File: config.mk
export PLATFORM = sky130hd
export DESIGN_NAME = reg_file_wb_flat
export DESIGN_NICKNAME = d
export VERILOG_FILES = /design/src/rtl/reg_file_pkg.sv /design/src/rtl/reg_file_if.sv /design/src/rtl/rf_register.sv /design/src/rtl/reg_file_wb.sv /design/src/flat_wrapper.sv
export SDC_FILE = /design/constraint.sdc
export NUM_CORES = 1
export LEC_CHECK = 0
export CAP_MARGIN = 20
export CORE_ASPECT_RATIO = 1.4
export CORE_MARGIN = 4
export CORE_UTILIZATION = 45
export DETAILED_ROUTE_END_ITERATION = 6
export PLACE_DENSITY_LB_ADDON = 0.08
export SLEW_MARGIN = 20
export SYNTH_ARGS = -nofsm -noshare
export SYNTH_HDL_FRONTEND = slang
export SYNTH_SLANG_ARGS = --single-unit
File: constraint.sdc
create_clock -name clk -period 2.2 [get_ports clk]
set_clock_uncertainty 0.2 [all_clocks]
set_input_delay 0.33 -clock clk [delete_from_list [all_inputs] [get_ports clk]]
set_output_delay 0.33 -clock clk [all_outputs]
set_load 0.01 [all_outputs]
File: src/rtl/reg_file_pkg.sv
// Shared defaults and FSM state type for the write-back register file.
package reg_file_pkg;

  localparam int DATA_W   = 16;
  localparam int ADDR_W   = 4;
  localparam int NUM_REGS = 1 << ADDR_W;

  typedef enum logic {
    IDLE  = 1'b0,
    CLEAR = 1'b1
  } rf_state_t;

endpackage

File: src/rtl/reg_file_if.sv
// Write, read and clear signals between write-back/decode and the register file.
interface reg_file_if #(
  parameter int DATA_W = reg_file_pkg::DATA_W,
  parameter int ADDR_W = reg_file_pkg::ADDR_W
);

  logic              wr_valid;
  logic              wr_ready;
  logic [ADDR_W-1:0] wr_addr;
  logic [DATA_W-1:0] wr_data;
  logic [ADDR_W-1:0] rd0_addr;
  logic [ADDR_W-1:0] rd1_addr;
  logic [DATA_W-1:0] rd0_data;
  logic [DATA_W-1:0] rd1_data;
  logic              clr_req;
  logic              busy;

  modport master (
    output wr_valid, wr_addr, wr_data, rd0_addr, rd1_addr, clr_req,
    input  wr_ready, rd0_data, rd1_data, busy
  );

  modport slave (
    input  wr_valid, wr_addr, wr_data, rd0_addr, rd1_addr, clr_req,
    output wr_ready, rd0_data, rd1_data, busy
  );

endinterface

File: src/rtl/rf_register.sv
// One register built from independent per-bit storage cells with async clear.
module rf_register #(
  parameter int DATA_W = reg_file_pkg::DATA_W
) (
  input  logic              clk,
  input  logic              rst_n,
  input  logic              we_i,
  input  logic [DATA_W-1:0] d_i,
  output logic [DATA_W-1:0] q_o
);

  for (genvar b = 0; b < DATA_W; b++) begin : g_cell
    logic bit_q;

    always_ff @(posedge clk or negedge rst_n) begin
      if (!rst_n) begin
        bit_q <= 1'b0;
      end else if (we_i) begin
        bit_q <= d_i[b];
      end
    end

    assign q_o[b] = bit_q;
  end

endmodule

File: src/rtl/reg_file_wb.sv
// Write-back register file: two bypassed read ports, one handshaked write
// port and a sequencer that zeroes one register per cycle on request.
module reg_file_wb #(
  parameter int DATA_W = reg_file_pkg::DATA_W,
  parameter int ADDR_W = reg_file_pkg::ADDR_W,
  parameter bit BYPASS = 1'b1
) (
  input  logic      clk,
  input  logic      rst_n,
  reg_file_if.slave bus
);

  import reg_file_pkg::*;

  localparam int N_REGS = 1 << ADDR_W;
  localparam logic [ADDR_W-1:0] LAST_IDX = ADDR_W'(N_REGS - 1);

  rf_state_t         state_q, state_d;
  logic [ADDR_W-1:0] cnt_q, cnt_d;

  logic              wr_ready;
  logic              wr_acc;
  logic              clr_we;
  logic [N_REGS-1:0] reg_we;
  logic [DATA_W-1:0] reg_wdata;
  logic [DATA_W-1:0] reg_val [N_REGS];

  assign wr_ready = (state_q == IDLE);
  assign clr_we   = (state_q == CLEAR);
  assign wr_acc   = bus.wr_valid && wr_ready;

  assign bus.wr_ready = wr_ready;
  assign bus.busy     = clr_we;

  // External writes and clear writes are mutually exclusive by state.
  assign reg_wdata = clr_we ? '0 : bus.wr_data;

  for (genvar i = 0; i < N_REGS; i++) begin : g_reg
    assign reg_we[i] = (wr_acc && (bus.wr_addr == ADDR_W'(i))) ||
                       (clr_we && (cnt_q == ADDR_W'(i)));

    rf_register #(.DATA_W(DATA_W)) u_reg (
      .clk   (clk),
      .rst_n (rst_n),
      .we_i  (reg_we[i]),
      .d_i   (reg_wdata),
      .q_o   (reg_val[i])
    );
  end

  always_comb begin
    bus.rd0_data = reg_val[bus.rd0_addr];
    bus.rd1_data = reg_val[bus.rd1_addr];
    if (BYPASS && wr_acc && (bus.wr_addr == bus.rd0_addr)) begin
      bus.rd0_data = bus.wr_data;
    end
    if (BYPASS && wr_acc && (bus.wr_addr == bus.rd1_addr)) begin
      bus.rd1_data = bus.wr_data;
    end
  end

  always_ff @(posedge clk or negedge rst_n) begin
    if (!rst_n) begin
      state_q <= IDLE;
      cnt_q   <= '0;
    end else begin
      state_q <= state_d;
      cnt_q   <= cnt_d;
    end
  end

  always_comb begin
    state_d = state_q;
    cnt_d   = cnt_q;
    unique case (state_q)
      IDLE: begin
        if (bus.clr_req) begin
          state_d = CLEAR;
          cnt_d   = '0;
        end
      end
      CLEAR: begin
        // Terminal register detected by compare so cnt never relies on wrap.
        if (cnt_q == LAST_IDX) begin
          state_d = IDLE;
          cnt_d   = '0;
        end else begin
          cnt_d = cnt_q + 1'b1;
        end
      end
      default: state_d = IDLE;
    endcase
  end

endmodule
File: src/flat_wrapper.sv
// flat-port wrapper written by rule: the top's interface ports become plain ports
module reg_file_wb_flat import reg_file_pkg::*;
#(
  parameter int DATA_W = reg_file_pkg::DATA_W,
  parameter int ADDR_W = reg_file_pkg::ADDR_W,
  parameter bit BYPASS = 1'b1
)
  (clk, rst_n, bus_wr_valid, bus_wr_addr, bus_wr_data, bus_rd0_addr, bus_rd1_addr, bus_clr_req, bus_wr_ready, bus_rd0_data, bus_rd1_data, bus_busy);
  reg_file_if #(.DATA_W(DATA_W), .ADDR_W(ADDR_W)) bus_i ();
  input  logic clk;
  input  logic rst_n;
  input wire logic [$bits(bus_i.wr_valid)-1:0] bus_wr_valid;
  input wire logic [$bits(bus_i.wr_addr)-1:0] bus_wr_addr;
  input wire logic [$bits(bus_i.wr_data)-1:0] bus_wr_data;
  input wire logic [$bits(bus_i.rd0_addr)-1:0] bus_rd0_addr;
  input wire logic [$bits(bus_i.rd1_addr)-1:0] bus_rd1_addr;
  input wire logic [$bits(bus_i.clr_req)-1:0] bus_clr_req;
  output wire logic [$bits(bus_i.wr_ready)-1:0] bus_wr_ready;
  output wire logic [$bits(bus_i.rd0_data)-1:0] bus_rd0_data;
  output wire logic [$bits(bus_i.rd1_data)-1:0] bus_rd1_data;
  output wire logic [$bits(bus_i.busy)-1:0] bus_busy;
  assign bus_i.wr_valid = bus_wr_valid;
  assign bus_i.wr_addr = bus_wr_addr;
  assign bus_i.wr_data = bus_wr_data;
  assign bus_i.rd0_addr = bus_rd0_addr;
  assign bus_i.rd1_addr = bus_rd1_addr;
  assign bus_i.clr_req = bus_clr_req;
  assign bus_wr_ready = bus_i.wr_ready;
  assign bus_rd0_data = bus_i.rd0_data;
  assign bus_rd1_data = bus_i.rd1_data;
  assign bus_busy = bus_i.busy;
  reg_file_wb #(.DATA_W(DATA_W), .ADDR_W(ADDR_W), .BYPASS(BYPASS)) u_core (.clk(clk), .rst_n(rst_n), .bus(bus_i));
endmodule
==> results of run 1 <==
## per-layer routing
metal	up-vias	wire, um
met5	-	0
met4	0	1220
met3	71	2520
met2	281	21000
met1	5036	18800
li1	4191	-
## area by class of cell
class / instances / share of cell area [%]
clock buffers: 42 / 4.49
clock inverters: 8 / 0.662
inverters: 4 / 0.0818
multi-input cells: 669 / 43.5
flip-flops and latches: 261 / 35.6
well taps: 440 / 3.00
repair buffers: 208 / 12.7
## through the flow
stage	util [%]	TNS [ns]
after detailed placement	52.3	-110.56
after global placement	52.3	-117.26
final	56.4	-15.54
after CTS	56.3	-16.55
after floorplan	-	0
after global routing	56.4	-18.01
## report_power, final
part           total [W]  internal [W]  leakage (nW)  switching, W
combinational    0.00854       0.00486          4.21       0.00368
sequential       0.00798       0.00663          3.55       0.00135
clock            0.00488       0.00293         0.462       0.00195
total             0.0214        0.0144          8.22       0.00699
## sequential cells by signal, indices dropped and copies added, names as in the netlist
name and flops:
u_core.g.u_reg.g_cell.bit_q 256, u_core.cnt_q 4, u_core.bus.busy 1
## critical path, stage by stage, from the launching register on
cell and delay [ns]:
dfrtp_1 0.40, mux4_2 0.46, mux2i_1 0.21, buf_4 0.16, mux2i_4 0.08, mux2_4 0.28
buf_6 0.12
## logic make-up (layout without fill, tap and decap cells)
group                      Yosys count  after routing  share of synthesized area (%)
DFF                                261            261                           43.9
muxes                              448            448                           43.8
and+or+nand+nor                    120            120                           3.61
xor gates and xnor gates             9              9                          0.530
buffers and inverters               97            262                           4.09
adders and majority gates            4              4                          0.336
AOI/OAI and AO/OA                   88             88                           3.79
## cell usage after synthesis, types with 4 or more instances
master	n
o21ai_1	64
mux2_1	28
o22ai_2	12
buf_4	13
clkbuf_1	25
mux2i_1	96
xor2_1	7
buf_6	6
dfrtp_1	261
buf_2	42
nor2b_1	17
buf_12	6
mux4_1	38
o32a_1	4
mux4_2	88
nand2_1	89
ha_1	4
mux2_2	196
## placed cells by master (no fill, tap or decap), types with 29 or more instances in the layout
master / instances
mux2_2: 164
o21ai_1: 64
mux4_2: 117
mux2i_1: 65
clkbuf_16: 29
buf_12: 44
buf_6: 39
mux2_4: 32
dfrtp_1: 261
buf_4: 93
nand2_1: 89
## repair_timing
| action | CTS | global route |
|---|---|---|
| endpoints found under the setup margin | 56 | 68 |
| pin swaps | 1 | 0 |
| resized for setup | 262 | 16 |
| buffers inserted | 8 | 2 |
| hold buffers | 2 | 0 |
| hold endpoints to repair | 261 | 0 |
## path summary, 6_finish.rpt
check                      slack (ns)  cells past startpoint                              startpoint                                 endpoint
max                             -0.59                      6  u_core.g_reg[15].u_reg.g_cell[1].bit_q                          bus_rd1_data[1]
min                              0.20                      3                                   rst_n  u_core.g_reg[10].u_reg.g_cell[12].bit_q
max reg2reg                      0.06                      6                         u_core.bus.busy  u_core.g_reg[11].u_reg.g_cell[14].bit_q
min reg2reg                      0.30                      2   u_core.g_reg[0].u_reg.g_cell[1].bit_q    u_core.g_reg[0].u_reg.g_cell[1].bit_q
max in group asynchronous        0.46                      3                                   rst_n  u_core.g_reg[11].u_reg.g_cell[12].bit_q
min in group clk                 0.26                      2                             bus_clr_req                          u_core.cnt_q[2]
==> results.sh, run 1 <==
export IMPL_status="complete, but fails checks"
export IMPL_violations="setup timing"
export IMPL_synth_nets=1063
export IMPL_synth_edff_count=0
export IMPL_via_count=9579
export IMPL_syn_area_um2=14900
export IMPL_worst_pin_slew_ns=0.834
export IMPL_regArea_um2=6530
export IMPL_met1_usage_pct=34.1
export IMPL_timing_final_crit_share_pct=127
export IMPL_synth_area_leader_cell="dfrtp_1"
export IMPL_root_buffer="clkbuf_16"
export IMPL_critPathCaptureType="output pin"
export IMPL_core_area_um2=32500
export IMPL_grt_pass1_wl_um=66200
export IMPL_synthFlopType="dfrtp_1"
export IMPL_grt_start_max_net_pins=81
export IMPL_dpl_instance_area_um2=17000
export IMPL_grt_pass1_vias=10141
export IMPL_layout_min_cycle_time_ns=2.79
export IMPL_yosys_area_top_type_share_pct=43.9
export IMPL_synth_distinct_cells=38
export IMPL_worstPathRequired_ns=1.67
export IMPL_drt_wl_total_um=43600
export IMPL_std_cell_rows=78
export IMPL_yosys_warnings=0
export IMPL_cts_buffers=28
export IMPL_ioPinCount=66
export IMPL_grtUsageMet3_pct=3.84
export IMPL_drive_gt1_share_pct=49.0
export IMPL_antenna_diode_count=0
export IMPL_hp_class="in -> async"
export IMPL_worst_setup_path_start_kind="register"
export IMPL_grt_overflow=0
export IMPL_viasPerCell=5.87
export IMPL_tritoncts="built"
export IMPL_synth_top_cells_by_area="dfrtp_1 (44%), mux2_2 (15%), mux4_2 (13%)"
export IMPL_first_pass_iters=5
export IMPL_dieArea_um2=36100
export IMPL_synth_seq_area_share_pct=43.9
export IMPL_clock_latency_ns=0.56
export IMPL_start_util_pct=45.8
export IMPL_rsz0062_at_grt="yes"
export IMPL_grt_use_total_pct=24.4
export IMPL_htree_levels=1
export IMPL_leakagePower_nw=8.22
export IMPL_portBuffers=65
export IMPL_place_gp_congestion=0.818
export IMPL_peakVddDrop_v=0.000735
export IMPL_syn_to_final_growth_pct=23.3
export IMPL_criticalPathCategory="reg -> out"
export IMPL_dp_cells=1572
export IMPL_multiInputGateArea_um2=7980
export IMPL_arrival_ns=2.26
export IMPL_wl_per_cell_um=26.7
export IMPL_async_flop_share_pct=100
export IMPL_final_antenna_net_count=0
export IMPL_final_hold_violation_count=0
export IMPL_die_y_um=223
export IMPL_drv_cap=0
export IMPL_finalSetupViolCount=32
export IMPL_whs_ns=0.200
export IMPL_antenna_found_initial=1
export IMPL_synth_seq_cells=261
export IMPL_drt_iter0_markers=536
export IMPL_pre_cts_ws_ns=-1.04
export IMPL_place_hpwl_um=28900
export IMPL_cts_buffer_depth=3
export IMPL_layoutNonFillerInstCount=1632
export IMPL_clkTransAtPathRegs_ns=0.06
export IMPL_syn_inst=1027
export IMPL_cellPowerDensity_nw_per_um2=1170
export IMPL_finalNetCount=1208
export IMPL_crit_fanout=3
export IMPL_avgSynthCellArea_um2=14.5
export IMPL_max_slew_margin_rel_pct=44.3
export IMPL_max_freq_ghz=0.359
export IMPL_use_met2_pct=40.1
export IMPL_fp_dieW_um=162
export IMPL_numClockSinks=261
export IMPL_finalMaxSlewViolations=0
export IMPL_power_w=0.0214
export IMPL_final_area_um2=18300
export IMPL_setup_slack_ns=-0.588
export IMPL_drt_drc_violations_left=0
export IMPL_busiest_layer="met2"
export IMPL_fillers=2694
Power figures use the tool's default switching activity.
==> inputs of run 2 (changes only) <==
--- a/config.mk
+++ b/config.mk
@@ -9,7 +9,9 @@
 export CORE_ASPECT_RATIO = 1.4
 export CORE_MARGIN = 4
 export CORE_UTILIZATION = 45
+export CTS_CLUSTER_SIZE = 24
 export DETAILED_ROUTE_END_ITERATION = 6
+export HOLD_SLACK_MARGIN = 0.12
 export PLACE_DENSITY_LB_ADDON = 0.08
 export SLEW_MARGIN = 20
 export SYNTH_ARGS = -nofsm -noshare
==> results of run 2 <==
No change in the layout: final DEF, timing and power equal those of run 1.
==> inputs of run 3 (changes only) <==
--- a/config.mk
+++ b/config.mk
@@ -13,6 +13,7 @@
 export DETAILED_ROUTE_END_ITERATION = 6
 export HOLD_SLACK_MARGIN = 0.12
 export PLACE_DENSITY_LB_ADDON = 0.08
+export SKIP_CTS_REPAIR_TIMING = 1
 export SLEW_MARGIN = 20
 export SYNTH_ARGS = -nofsm -noshare
 export SYNTH_HDL_FRONTEND = slang
==> results.sh, run 3 (synthesis results as in run 1) <==
export IMPL_antenna_diode_count=0
export IMPL_pre_cts_ws_ns=-1.04
export IMPL_worst_pin_slew_ns=0.758
export IMPL_finalMaxSlewViolations=0
export IMPL_r2r_end="u_core.g_reg[2].u_reg.g_cell[5].bit_q"
export IMPL_drt_drc_violations_left=0
export IMPL_cts_buffer_depth=3
export IMPL_drt_iter0_markers=696
export IMPL_final_antenna_net_count=0
export IMPL_core_area_um2=32500
export IMPL_setup_slack_ns=-0.595
export IMPL_htree_levels=1
export IMPL_fillers=2597
export IMPL_dieArea_um2=36100
export IMPL_multiInputGateArea_um2=8640
export IMPL_drive_gt1_share_pct=55.3
export IMPL_finalNetCount=1230
export IMPL_peakVddDrop_v=0.000685
export IMPL_grt_overflow=0
export IMPL_syn_to_final_growth_pct=30.0
export IMPL_rsz0062_at_grt="yes"
export IMPL_worst_setup_path_start_kind="register"
export IMPL_max_freq_ghz=0.358
export IMPL_power_w=0.0230
export IMPL_clock_latency_ns=0.56
export IMPL_critPathLaunch="u_core.g_reg[6].u_reg.g_cell[2].bit_q"
export IMPL_final_cell_mix="dfrtp_1 (261), mux2_4 (135), mux4_2 (118)"
export IMPL_fp_dieW_um=162
export IMPL_rr_startpoint="u_core.bus.busy"
export IMPL_numClockSinks=261
export IMPL_viasPerCell=5.95
export IMPL_portBuffers=65
export IMPL_start_util_pct=45.8
export IMPL_place_hpwl_um=28900
export IMPL_die_y_um=223
export IMPL_drv_cap=0
export IMPL_drt_wl_total_um=47400
export IMPL_arrival_ns=2.26
export IMPL_place_gp_congestion=0.818
export IMPL_worstPathRequired_ns=1.67
export IMPL_via_count=9849
export IMPL_timing_final_crit_share_pct=127
export IMPL_rrSetupSlack_ns=-0.26
export IMPL_std_cell_rows=78
export IMPL_wl_per_cell_um=28.7
export IMPL_critPathCaptureType="output pin"
export IMPL_status="complete, but fails checks"
export IMPL_final_hold_violation_count=0
export IMPL_regArea_um2=6530
export IMPL_grt_pass1_wl_um=65400
export IMPL_grt_pass1_vias=9981
export IMPL_hp_class="in -> async"
export IMPL_first_pass_iters=4
export IMPL_finalSetupViolCount=266
export IMPL_cellPowerDensity_nw_per_um2=1190
export IMPL_worstRegToRegCells=10
export IMPL_max_slew_margin_rel_pct=49.3
export IMPL_largest_reg_flops=256
export IMPL_clkTransAtPathRegs_ns=0.06
export IMPL_top_register="u_core.g.u_reg.g_cell.bit_q"
export IMPL_root_buffer="clkbuf_16"
export IMPL_grt_use_total_pct=24.1
export IMPL_antenna_found_initial=0
export IMPL_final_common_cell="dfrtp_1"
export IMPL_cts_buffers=28
export IMPL_layout_min_cycle_time_ns=2.79
export IMPL_criticalPathCategory="reg -> out"
export IMPL_leakagePower_nw=8.64
export IMPL_tritoncts="built"
export IMPL_grt_start_max_net_pins=81
export IMPL_violations="setup timing"
export IMPL_crit_fanout=3
export IMPL_ioPinCount=66
==> run 3: changes by cell type in the layout (fill, tap and decap cells not counted), sizes merged <==
cell,previous run,this run
buf,180,192
clkbuf,42,54
clkdlybuf4s15,1,0
clkinv,4,3
dlygate4sd2,1,0
inv,4,5
==> run 3: power breakdown <==
group / leakage, nW / internal, W / switching [W]
clock network: 0.462 / 0.00293 / 0.00198
registers: 3.55 / 0.00663 / 0.00145
logic: 4.63 / 0.00576 / 0.00429
==> run 3: routing by layer <==
metal	share of wire [%]	up-vias	track usage [%]
met3	5.3	80	4.32
met2	48	301	39.2
met4	3.1	0	6.77
li1	-	4236	-
met1	44	5232	33.6
met5	0	-	0
==> run 3: area by class of cell <==
type	count	share of cell area (%)
Multi-Input combinational cell	669	44.7
Sequential cell	261	33.8
Timing Repair Buffer	230	13.8
Clock buffer	42	4.26
Tap cell	440	2.85
Clock inverter	8	0.627
Inverter	4	0.0776
==> run 3: critical path, cell delays in order (launching register included) <==
cell	delay, ns
dfrtp_1	0.40
mux4_4	0.59
mux2i_1	0.17
mux2i_1	0.13
mux2_4	0.29
buf_6	0.12
==> run 3: metrics by stage <==
step,cell area (um^2),TNS (ns),util (%),hold slack (ns),cells
detailed placement,17000,-110.56,52.3,-0.0243,1572
CTS,18000,-29.93,55.3,-0.621,1622
finish,19300,-41.45,59.5,0.198,1654
global placement,17000,-117.26,52.3,-0.0220,1572
global route,19300,-56.47,59.5,0.241,1654
floorplan,14900,0,-,-0.166,1027
==> run 3: how the worst max path moves through the flow <==
stage	endpoint	slack, ns	depth (start not counted)
after floorplan	bus_rd0_data[5]	0.01	6
after CTS	bus_rd0_data[5]	-1.05	6
after detailed placement	bus_rd1_data[5]	-1.04	6
final	bus_rd1_data[2]	-0.59	5
after global routing	bus_rd1_data[2]	-0.66	5
after global placement	bus_rd1_data[5]	-1.08	6
